**src/rtl/quidditch_score_ctrl_if.sv**
```systemverilog
// rtl/quidditch_score_ctrl_if.sv - button and score signal bundle for quidditch_score_ctrl
// Purpose: groups the game inputs (new_game and the six active-low buttons) and the
//          score/status outputs so the controller and its driver share one port.
// Signals: new_game, goal_n[1:0], snitch_n[1:0], foul_n[1:0]   (driver -> controller)
//          score_a, score_b [W-1:0], upd_valid, upd_team, busy,
//          game_over, winner[1:0]                              (controller -> driver)
// Modports: slave = controller side, master = board/driver side.
interface quidditch_score_ctrl_if #(
  parameter int W = 14
);
  logic         new_game;
  logic [1:0]   goal_n;
  logic [1:0]   snitch_n;
  logic [1:0]   foul_n;
  logic [W-1:0] score_a;
  logic [W-1:0] score_b;
  logic         upd_valid;
  logic         upd_team;
  logic         busy;
  logic         game_over;
  logic [1:0]   winner;

  modport slave (
    input  new_game, goal_n, snitch_n, foul_n,
    output score_a, score_b, upd_valid, upd_team, busy, game_over, winner
  );

  modport master (
    output new_game, goal_n, snitch_n, foul_n,
    input  score_a, score_b, upd_valid, upd_team, busy, game_over, winner
  );
endinterface

```
**src/rtl/quidditch_score_ctrl.sv**
```systemverilog
// rtl/quidditch_score_ctrl.sv - two-team score controller with event queue and round-robin
// Purpose: synchronizes six raw buttons, latches falling edges as pending events, grants one
//          event at a time (round-robin between teams, snitch > goal > foul within a team)
//          and applies it to the saturating score registers. A snitch ends the game.
// Ports:   clk   - system clock
//          reset - asynchronous active-low reset
//          bus   - quidditch_score_ctrl_if.slave (buttons, new_game, scores, status)
module quidditch_score_ctrl #(
  parameter int W          = 14,
  parameter int MAX_SCORE  = 9999,
  parameter int GOAL_PTS   = 10,
  parameter int SNITCH_PTS = 150,
  parameter int FOUL_PTS   = 10
) (
  input  logic                  clk,
  input  logic                  reset,
  quidditch_score_ctrl_if.slave bus
);

  typedef enum logic [1:0] {S_IDLE, S_APPLY, S_OVER} state_t;

  // Event type code; flag index is {type, team}.
  localparam logic [1:0] T_GOAL   = 2'd0;
  localparam logic [1:0] T_SNITCH = 2'd1;
  localparam logic [1:0] T_FOUL   = 2'd2;

  localparam logic [W:0] L_MAX    = (W+1)'(MAX_SCORE);
  localparam logic [W:0] L_GOAL   = (W+1)'(GOAL_PTS);
  localparam logic [W:0] L_SNITCH = (W+1)'(SNITCH_PTS);
  localparam logic [W:0] L_FOUL   = (W+1)'(FOUL_PTS);

  state_t       r_state, w_state_next;
  logic [5:0]   r_sync1, r_sync2, r_sync3;
  logic [5:0]   r_pend;
  logic         r_last_grant;
  logic         r_grant_team;
  logic [1:0]   r_grant_type;
  logic [W-1:0] r_score_a, r_score_b;
  logic         r_upd_valid, r_upd_team;
  logic [1:0]   r_winner;

  logic [5:0]   w_btn_n, w_fall, w_clr;
  logic         w_pend_a, w_pend_b, w_team;
  logic [2:0]   w_team_pend;
  logic [1:0]   w_type;
  logic [W-1:0] w_cur, w_new, w_new_a, w_new_b;
  logic [W:0]   w_sum;
  logic [1:0]   w_winner;

  // Bit order: [1:0] goal, [3:2] snitch, [5:4] foul; even bits team A, odd bits team B.
  assign w_btn_n  = {bus.foul_n, bus.snitch_n, bus.goal_n};
  assign w_fall   = r_sync3 & ~r_sync2;
  assign w_pend_a = r_pend[0] | r_pend[2] | r_pend[4];
  assign w_pend_b = r_pend[1] | r_pend[3] | r_pend[5];

  // With both teams waiting, serve the team that did not get the last grant.
  assign w_team      = (w_pend_a && w_pend_b) ? ~r_last_grant : w_pend_b;
  assign w_team_pend = w_team ? {r_pend[5], r_pend[3], r_pend[1]}
                              : {r_pend[4], r_pend[2], r_pend[0]};
  assign w_type      = w_team_pend[1] ? T_SNITCH : (w_team_pend[0] ? T_GOAL : T_FOUL);

  assign w_cur = r_grant_team ? r_score_b : r_score_a;
  assign w_sum = {1'b0, w_cur} + ((r_grant_type == T_SNITCH) ? L_SNITCH : L_GOAL);

  always_comb begin
    w_new = w_cur;
    if (r_grant_type == T_FOUL) begin
      w_new = ({1'b0, w_cur} < L_FOUL) ? '0 : (w_cur - L_FOUL[W-1:0]);
    end else begin
      w_new = (w_sum > L_MAX) ? L_MAX[W-1:0] : w_sum[W-1:0];
    end
  end

  assign w_new_a  = r_grant_team ? r_score_a : w_new;
  assign w_new_b  = r_grant_team ? w_new : r_score_b;
  assign w_winner = (w_new_a > w_new_b) ? 2'b01 : ((w_new_b > w_new_a) ? 2'b10 : 2'b11);

  always_comb begin
    w_clr = '0;
    if (r_state == S_APPLY) w_clr[{r_grant_type, r_grant_team}] = 1'b1;
  end

  always_comb begin
    w_state_next = r_state;
    case (r_state)
      S_IDLE:  if (|r_pend) w_state_next = S_APPLY;
      S_APPLY: w_state_next = (r_grant_type == T_SNITCH) ? S_OVER : S_IDLE;
      S_OVER:  w_state_next = S_OVER;
      default: w_state_next = S_IDLE;
    endcase
    if (bus.new_game) w_state_next = S_IDLE;
  end

  always_ff @(posedge clk or negedge reset) begin
    if (!reset) r_state <= S_IDLE;
    else        r_state <= w_state_next;
  end

  always_ff @(posedge clk or negedge reset) begin
    if (!reset) begin
      // Synchronizers idle high (released buttons) so reset release makes no edge.
      r_sync1      <= '1;
      r_sync2      <= '1;
      r_sync3      <= '1;
      r_pend       <= '0;
      r_last_grant <= 1'b1;
      r_grant_team <= 1'b0;
      r_grant_type <= T_GOAL;
      r_score_a    <= '0;
      r_score_b    <= '0;
      r_upd_valid  <= 1'b0;
      r_upd_team   <= 1'b0;
      r_winner     <= 2'b00;
    end else begin
      r_sync1     <= w_btn_n;
      r_sync2     <= r_sync1;
      r_sync3     <= r_sync2;
      r_upd_valid <= 1'b0;
      if (bus.new_game) begin
        // Overrides everything, including an APPLY in flight.
        r_pend       <= '0;
        r_last_grant <= 1'b1;
        r_score_a    <= '0;
        r_score_b    <= '0;
        r_winner     <= 2'b00;
      end else begin
        // OR-ing the new edges after the clear lets a same-cycle set win.
        if (r_state == S_OVER) r_pend <= '0;
        else                   r_pend <= (r_pend & ~w_clr) | w_fall;
        if (r_state == S_IDLE && |r_pend) begin
          r_grant_team <= w_team;
          r_grant_type <= w_type;
        end
        if (r_state == S_APPLY) begin
          r_score_a    <= w_new_a;
          r_score_b    <= w_new_b;
          r_upd_valid  <= 1'b1;
          r_upd_team   <= r_grant_team;
          r_last_grant <= r_grant_team;
          if (r_grant_type == T_SNITCH) r_winner <= w_winner;
        end
      end
    end
  end

  assign bus.score_a   = r_score_a;
  assign bus.score_b   = r_score_b;
  assign bus.upd_valid = r_upd_valid;
  assign bus.upd_team  = r_upd_team;
  assign bus.busy      = (|r_pend) | (r_state == S_APPLY);
  assign bus.game_over = (r_state == S_OVER);
  assign bus.winner    = r_winner;

endmodule

```
**src/flat_wrapper.sv**
```systemverilog
// flat-port wrapper written by rule: the top's interface ports become plain ports
module quidditch_score_ctrl_flat 
#(
  parameter int W          = 14,
  parameter int MAX_SCORE  = 9999,
  parameter int GOAL_PTS   = 10,
  parameter int SNITCH_PTS = 150,
  parameter int FOUL_PTS   = 10
)
  (clk, reset, bus_new_game, bus_goal_n, bus_snitch_n, bus_foul_n, bus_score_a, bus_score_b, bus_upd_valid, bus_upd_team, bus_busy, bus_game_over, bus_winner);
  quidditch_score_ctrl_if #(.W(W)) bus_i ();
  input  logic clk;
  input  logic reset;
  input wire logic [$bits(bus_i.new_game)-1:0] bus_new_game;
  input wire logic [$bits(bus_i.goal_n)-1:0] bus_goal_n;
  input wire logic [$bits(bus_i.snitch_n)-1:0] bus_snitch_n;
  input wire logic [$bits(bus_i.foul_n)-1:0] bus_foul_n;
  output wire logic [$bits(bus_i.score_a)-1:0] bus_score_a;
  output wire logic [$bits(bus_i.score_b)-1:0] bus_score_b;
  output wire logic [$bits(bus_i.upd_valid)-1:0] bus_upd_valid;
  output wire logic [$bits(bus_i.upd_team)-1:0] bus_upd_team;
  output wire logic [$bits(bus_i.busy)-1:0] bus_busy;
  output wire logic [$bits(bus_i.game_over)-1:0] bus_game_over;
  output wire logic [$bits(bus_i.winner)-1:0] bus_winner;
  assign bus_i.new_game = bus_new_game;
  assign bus_i.goal_n = bus_goal_n;
  assign bus_i.snitch_n = bus_snitch_n;
  assign bus_i.foul_n = bus_foul_n;
  assign bus_score_a = bus_i.score_a;
  assign bus_score_b = bus_i.score_b;
  assign bus_upd_valid = bus_i.upd_valid;
  assign bus_upd_team = bus_i.upd_team;
  assign bus_busy = bus_i.busy;
  assign bus_game_over = bus_i.game_over;
  assign bus_winner = bus_i.winner;
  quidditch_score_ctrl #(.W(W), .MAX_SCORE(MAX_SCORE), .GOAL_PTS(GOAL_PTS), .SNITCH_PTS(SNITCH_PTS), .FOUL_PTS(FOUL_PTS)) u_core (.clk(clk), .reset(reset), .bus(bus_i));
endmodule
```
**config.mk**
```make
export PLATFORM = sky130hd
export DESIGN_NAME = quidditch_score_ctrl_flat
export DESIGN_NICKNAME = d
export VERILOG_FILES = /design/src/rtl/quidditch_score_ctrl_if.sv /design/src/rtl/quidditch_score_ctrl.sv /design/src/flat_wrapper.sv
export SDC_FILE = /design/constraint.sdc
export NUM_CORES = 1
export LEC_CHECK = 0
export CAP_MARGIN = 20
export CELL_PAD_IN_SITES_DETAIL_PLACEMENT = 0
export CELL_PAD_IN_SITES_GLOBAL_PLACEMENT = 2
export CORE_UTILIZATION = 32
export CTS_BUF_LIST = sky130_fd_sc_hd__clkbuf_16
export CTS_CLUSTER_SIZE = 16
export DETAILED_ROUTE_END_ITERATION = 16
export PLACE_DENSITY = 0.79
export REMOVE_ABC_BUFFERS = 1
export SYNTH_ARGS = -nofsm -noshare
export SYNTH_HDL_FRONTEND = slang
export SYNTH_SLANG_ARGS = --single-unit
```
**constraint.sdc**
```tcl
create_clock -name clk -period 5.2 [get_ports clk]
set_clock_uncertainty 0.05 [all_clocks]
set_input_delay 0.52 -clock clk [delete_from_list [all_inputs] [get_ports clk]]
set_output_delay 0.52 -clock clk [all_outputs]
set_load 0.01 [all_outputs]
```
==> results.tsv <==
stage	metric	value	unit
synthesis	fraction of registers with async set/reset	100	%
placement	cell count after placement	771	
worst_setup_path	Worst setup EP type	flop	
cells_and_area	Post-Layout Cell Count	793	
timing	setup violators final	0	
detailed_routing	drt total wl	15600	um
power	Combinational Power Share	65.4	%
detailed_routing	Iter 0 DRT Violations	350	
synthesis	Avg Inst Size Synth	8.71	um^2
synthesis	post-synthesis sequential area ratio	34.1	%
worst_setup_path	worst-case reg-to-reg path depth	25	
global_route	first-pass GRT wire length	24400	um
clock_network	CTS Buf Count	9	
worst_setup_path	CP required	5360	ps
die	die extent in x	122	um
worst_hold_path	hold crit path type	reg -> reg	
clock_network	Sinks on Clock Net	62	
worst_hold_path	hold path endpoint	u_core.r_sync2[3]$_DFF_PN1_	
global_route	met1 Use GR	28.1	%
worst_hold_path	Hold Crit Start	u_core.r_sync1[3]$_DFF_PN1_	
global_route	largest net degree at the start of global routing	63	
placement	Placer Congestion	0.945	
job	max capacitance violation total	0	
detailed_routing	vias per inst	5.80	
synthesis	number of synthesized flops with an enable pin	0	
worst_setup_path	worst r2r src	u_core.r_grant_team$_DFFE_PN0P_	
timing	Hold Vio Cnt, Final	0	
placement	Buffers on Ports	42	
global_route	initial antenna violation count	0	
cells_and_area	layout cells sized above 1	24.1	%
clock_network	CTS H-tree depth	3	
clock_network	Clock Path Buffers	2	
die	core area	0.0140	mm^2
worst_setup_path	critical path class	reg -> reg	
global_route	met2 Use GR	35.7	%
synthesis	most frequent cell after synthesis	nor2_1	
synthesis	Yosys warnings	0	
global_route	layer with the highest usage	met2	
cells_and_area	area delta synth->final	29.3	%
synthesis	share of the synthesized area in the top cell type	23.3	%
synthesis	Mapped Cells	530	
timing	Tcrit/Tclk final	97.5	%
timing	setup TNS	0	ps
synthesis	synthesis-stage register bit count	62	
global_route	M3 GR Usage	4.78	%
die	Die Area	0.0149	mm^2
placement	placed wire-length estimate	11300	um
worst_setup_path	R2R Setup Slk	130	ps
synthesis	Synth area leaders	dfrtp_1, dfstp_2, ha_1	
power	Int Pwr	1.84	mW
timing	Max Clk Rate	0.197	GHz
clock_network	clk slew on worst S/H paths	60	ps
global_route	Tot GR Track Use	22.0	%
power	PD cells	573	mW/mm^2
synthesis	top_reg_cell synth	dfrtp_1	
timing	Final min period	5070	ps
clock_network	CTS tree	built	
global_route	total gr overflow	0	
power	worst vdd ir	0.260	mV
detailed_routing	via count	4596	
detailed_routing	DRC	0	
detailed_routing	antenna viol nets, final	0	
cells_and_area	nets@finish	635	
worst_setup_path	RR Endpoint	u_core.bus.winner[0]$_DFFE_PN0P_	
die	DIE HEIGHT	122	um
synthesis	list of most frequent post-synthesis cells	nor2_1, dfrtp_1, nand2_1, a21oi_1, o21ai_0	
clock_network	Root Buffer	clkbuf_16	
die	initial cell density of the core	33.0	%
die	number of placed I/O pins	43	
synthesis	Syn Std Cell Area	0.00462	mm^2
timing	Slew @ Worst Pin	831	ps
die	Core Rows	43	
detailed_routing	drt pass-1 iters	5	
power	clock share of power	16.3	%
global_route	vias in the first global route	4544	
timing	Pins Over Slew Limit	0	
power	Seq pwr share	18.3	%
timing	worst hold margin	305	ps
synthesis	Yosys top cell by area	dfrtp_1	
worst_setup_path	CP startpoint kind	flop	
clock_network	worst-skew pair later-pin latency	340	ps
power	switching part of the total power	46.2	%
worst_setup_path	Crit Path Max Fanout	4	
timing	Slew headroom	44.6	%
detailed_routing	wire per inst	19.6	um
cells_and_area	Ant. Diodes	0	
worst_hold_path	WHS Path Cells	0	
power	P_leak	2.31	nW
synthesis	Netlist cell types	75	
power	Switching Power	1.58	mW
worst_setup_path	Worst Path Arrival	5230	ps
outcome	status	finished, final reports clean	
worst max-delay path: stages, from the launching register on:
cell,delay (ps)
dfrtp_2,440
mux2_4,330
nor2_1,150
nor2_2,60
ha_2,200
buf_4,140
buf_4,140
a21o_4,230
o21ai_0,80
o211ai_1,130
xnor2_1,190
a21oi_2,230
o2111ai_2,160
nor2b_4,160
a221o_1,340
mux2_4,290
ha_4,240
a21o_1,180
a21oi_2,130
o221ai_2,100
a21o_1,160
a21o_1,180
a211oi_2,170
o21ai_1,80
a31oi_1,250
a211oi_1,110
flip-flops by register name (all words and copies together) (netlist names):
signal and cells:
u_core.r_sync3 6, u_core.r_grant_team 1, u_core.bus.upd_valid 1, u_core.r_grant_type 2, u_core.r_last_grant 1, u_core.r_sync2 6
u_core.r_state 2, u_core.r_sync1 6, u_core.bus.score_a 14, u_core.bus.upd_team 1, u_core.r_pend 6, u_core.bus.winner 2
u_core.bus.score_b 14
routing by layer:
layer	part of all wire [%]	routed length, um	vias to the layer above
met5	0	0	-
met4	2.7	414	0
met3	5.3	821	34
met2	47	7370	161
met1	45	6940	2262
li1	-	-	2139
worst max-delay path by stage:
stage / depth (start not counted) / to / slack [ps] / start
floorplan: 22 / u_core.bus.winner[0]$_DFFE_PN0P_ / -1360 / u_core.r_grant_team$_DFFE_PN0P_
global placement: 25 / u_core.bus.winner[0]$_DFFE_PN0P_ / 8 / u_core.r_grant_team$_DFFE_PN0P_
detailed placement: 24 / u_core.bus.winner[0]$_DFFE_PN0P_ / -160 / u_core.r_grant_team$_DFFE_PN0P_
CTS: 25 / u_core.bus.winner[0]$_DFFE_PN0P_ / 20 / u_core.r_grant_team$_DFFE_PN0P_
global route: 25 / u_core.bus.winner[0]$_DFFE_PN0P_ / -50 / u_core.r_grant_team$_DFFE_PN0P_
finish: 25 / u_core.bus.winner[0]$_DFFE_PN0P_ / 130 / u_core.r_grant_team$_DFFE_PN0P_
layout make-up:
class / count / area (um^2)
Tap cell: 180 / 225
Timing Repair Buffer: 98 / 843
Sequential cell: 62 / 1580
Multi-Input combinational cell: 422 / 2990
Clock inverter: 7 / 48.8
Fill cell: 1393 / 8020
Clock buffer: 9 / 225
Inverter: 15 / 58.8
cells by family (layout without fill, tap and decap cells):
logic type      Yosys count  in the layout  share of synthesized area [%]
mux                      28             28                           6.97
xor+xnor                 14             14                           2.66
buf+inv                  46            129                           4.77
compound gates          182            182                           27.1
flops                    62             62                           34.1
fa+ha+maj                18             18                           4.88
simple gates            180            180                           19.5
per-stage QoR:
| step | setup WS, ps | power, mW | util (%) | cell area, um^2 |
|---|---|---|---|---|
| 2_1_floorplan | -1360 | 1.93 | - | 4450 |
| 3_3_place_gp | 7.50 | 2.66 | 39.1 | 5470 |
| 3_5_place_dp | -161 | 2.66 | 39.1 | 5470 |
| 4_1_cts | 24.9 | 3.30 | 41.6 | 5820 |
| 5_1_grt | -46.0 | 3.67 | 42.7 | 5970 |
| 6_report | 130 | 3.42 | 42.7 | 5970 |
placed cells by master (no fill, tap or decap), types with 13 or more instances in the layout:
cell type / synthesis / layout
nor3_1: 16 / 16
nand2_1: 43 / 43
mux2i_1: 14 / 14
ha_1: 18 / 15
dfstp_2: 19 / 19
a21oi_1: 37 / 30
nor2_1: 52 / 50
o21ai_0: 36 / 33
dfrtp_1: 43 / 42
buf_4: 2 / 54
clkdlybuf4s50_1: 0 / 41
inv_1: 13 / 13
a211oi_1: 21 / 20
power by group through the flow:
stage          logic (mW)  clock network (mW)  registers [mW]
2_1_floorplan        1.24                   0           0.690
3_3_place_gp         2.02                   0           0.633
3_5_place_dp         2.03                   0           0.635
4_1_cts              2.11               0.572           0.626
5_1_grt              2.45               0.589           0.635
6_report             2.24               0.557           0.627
what timing repair did:
action / 4_1_cts / 5_1_grt
setup endpoints to repair: 2 / 2
gates resized for setup: 10 / 24
pin swaps: 6 / 17
buffers inserted: 4 / 2
hold buffers: 0 / 0
Note: power is estimated with default switching activity, not from simulation.
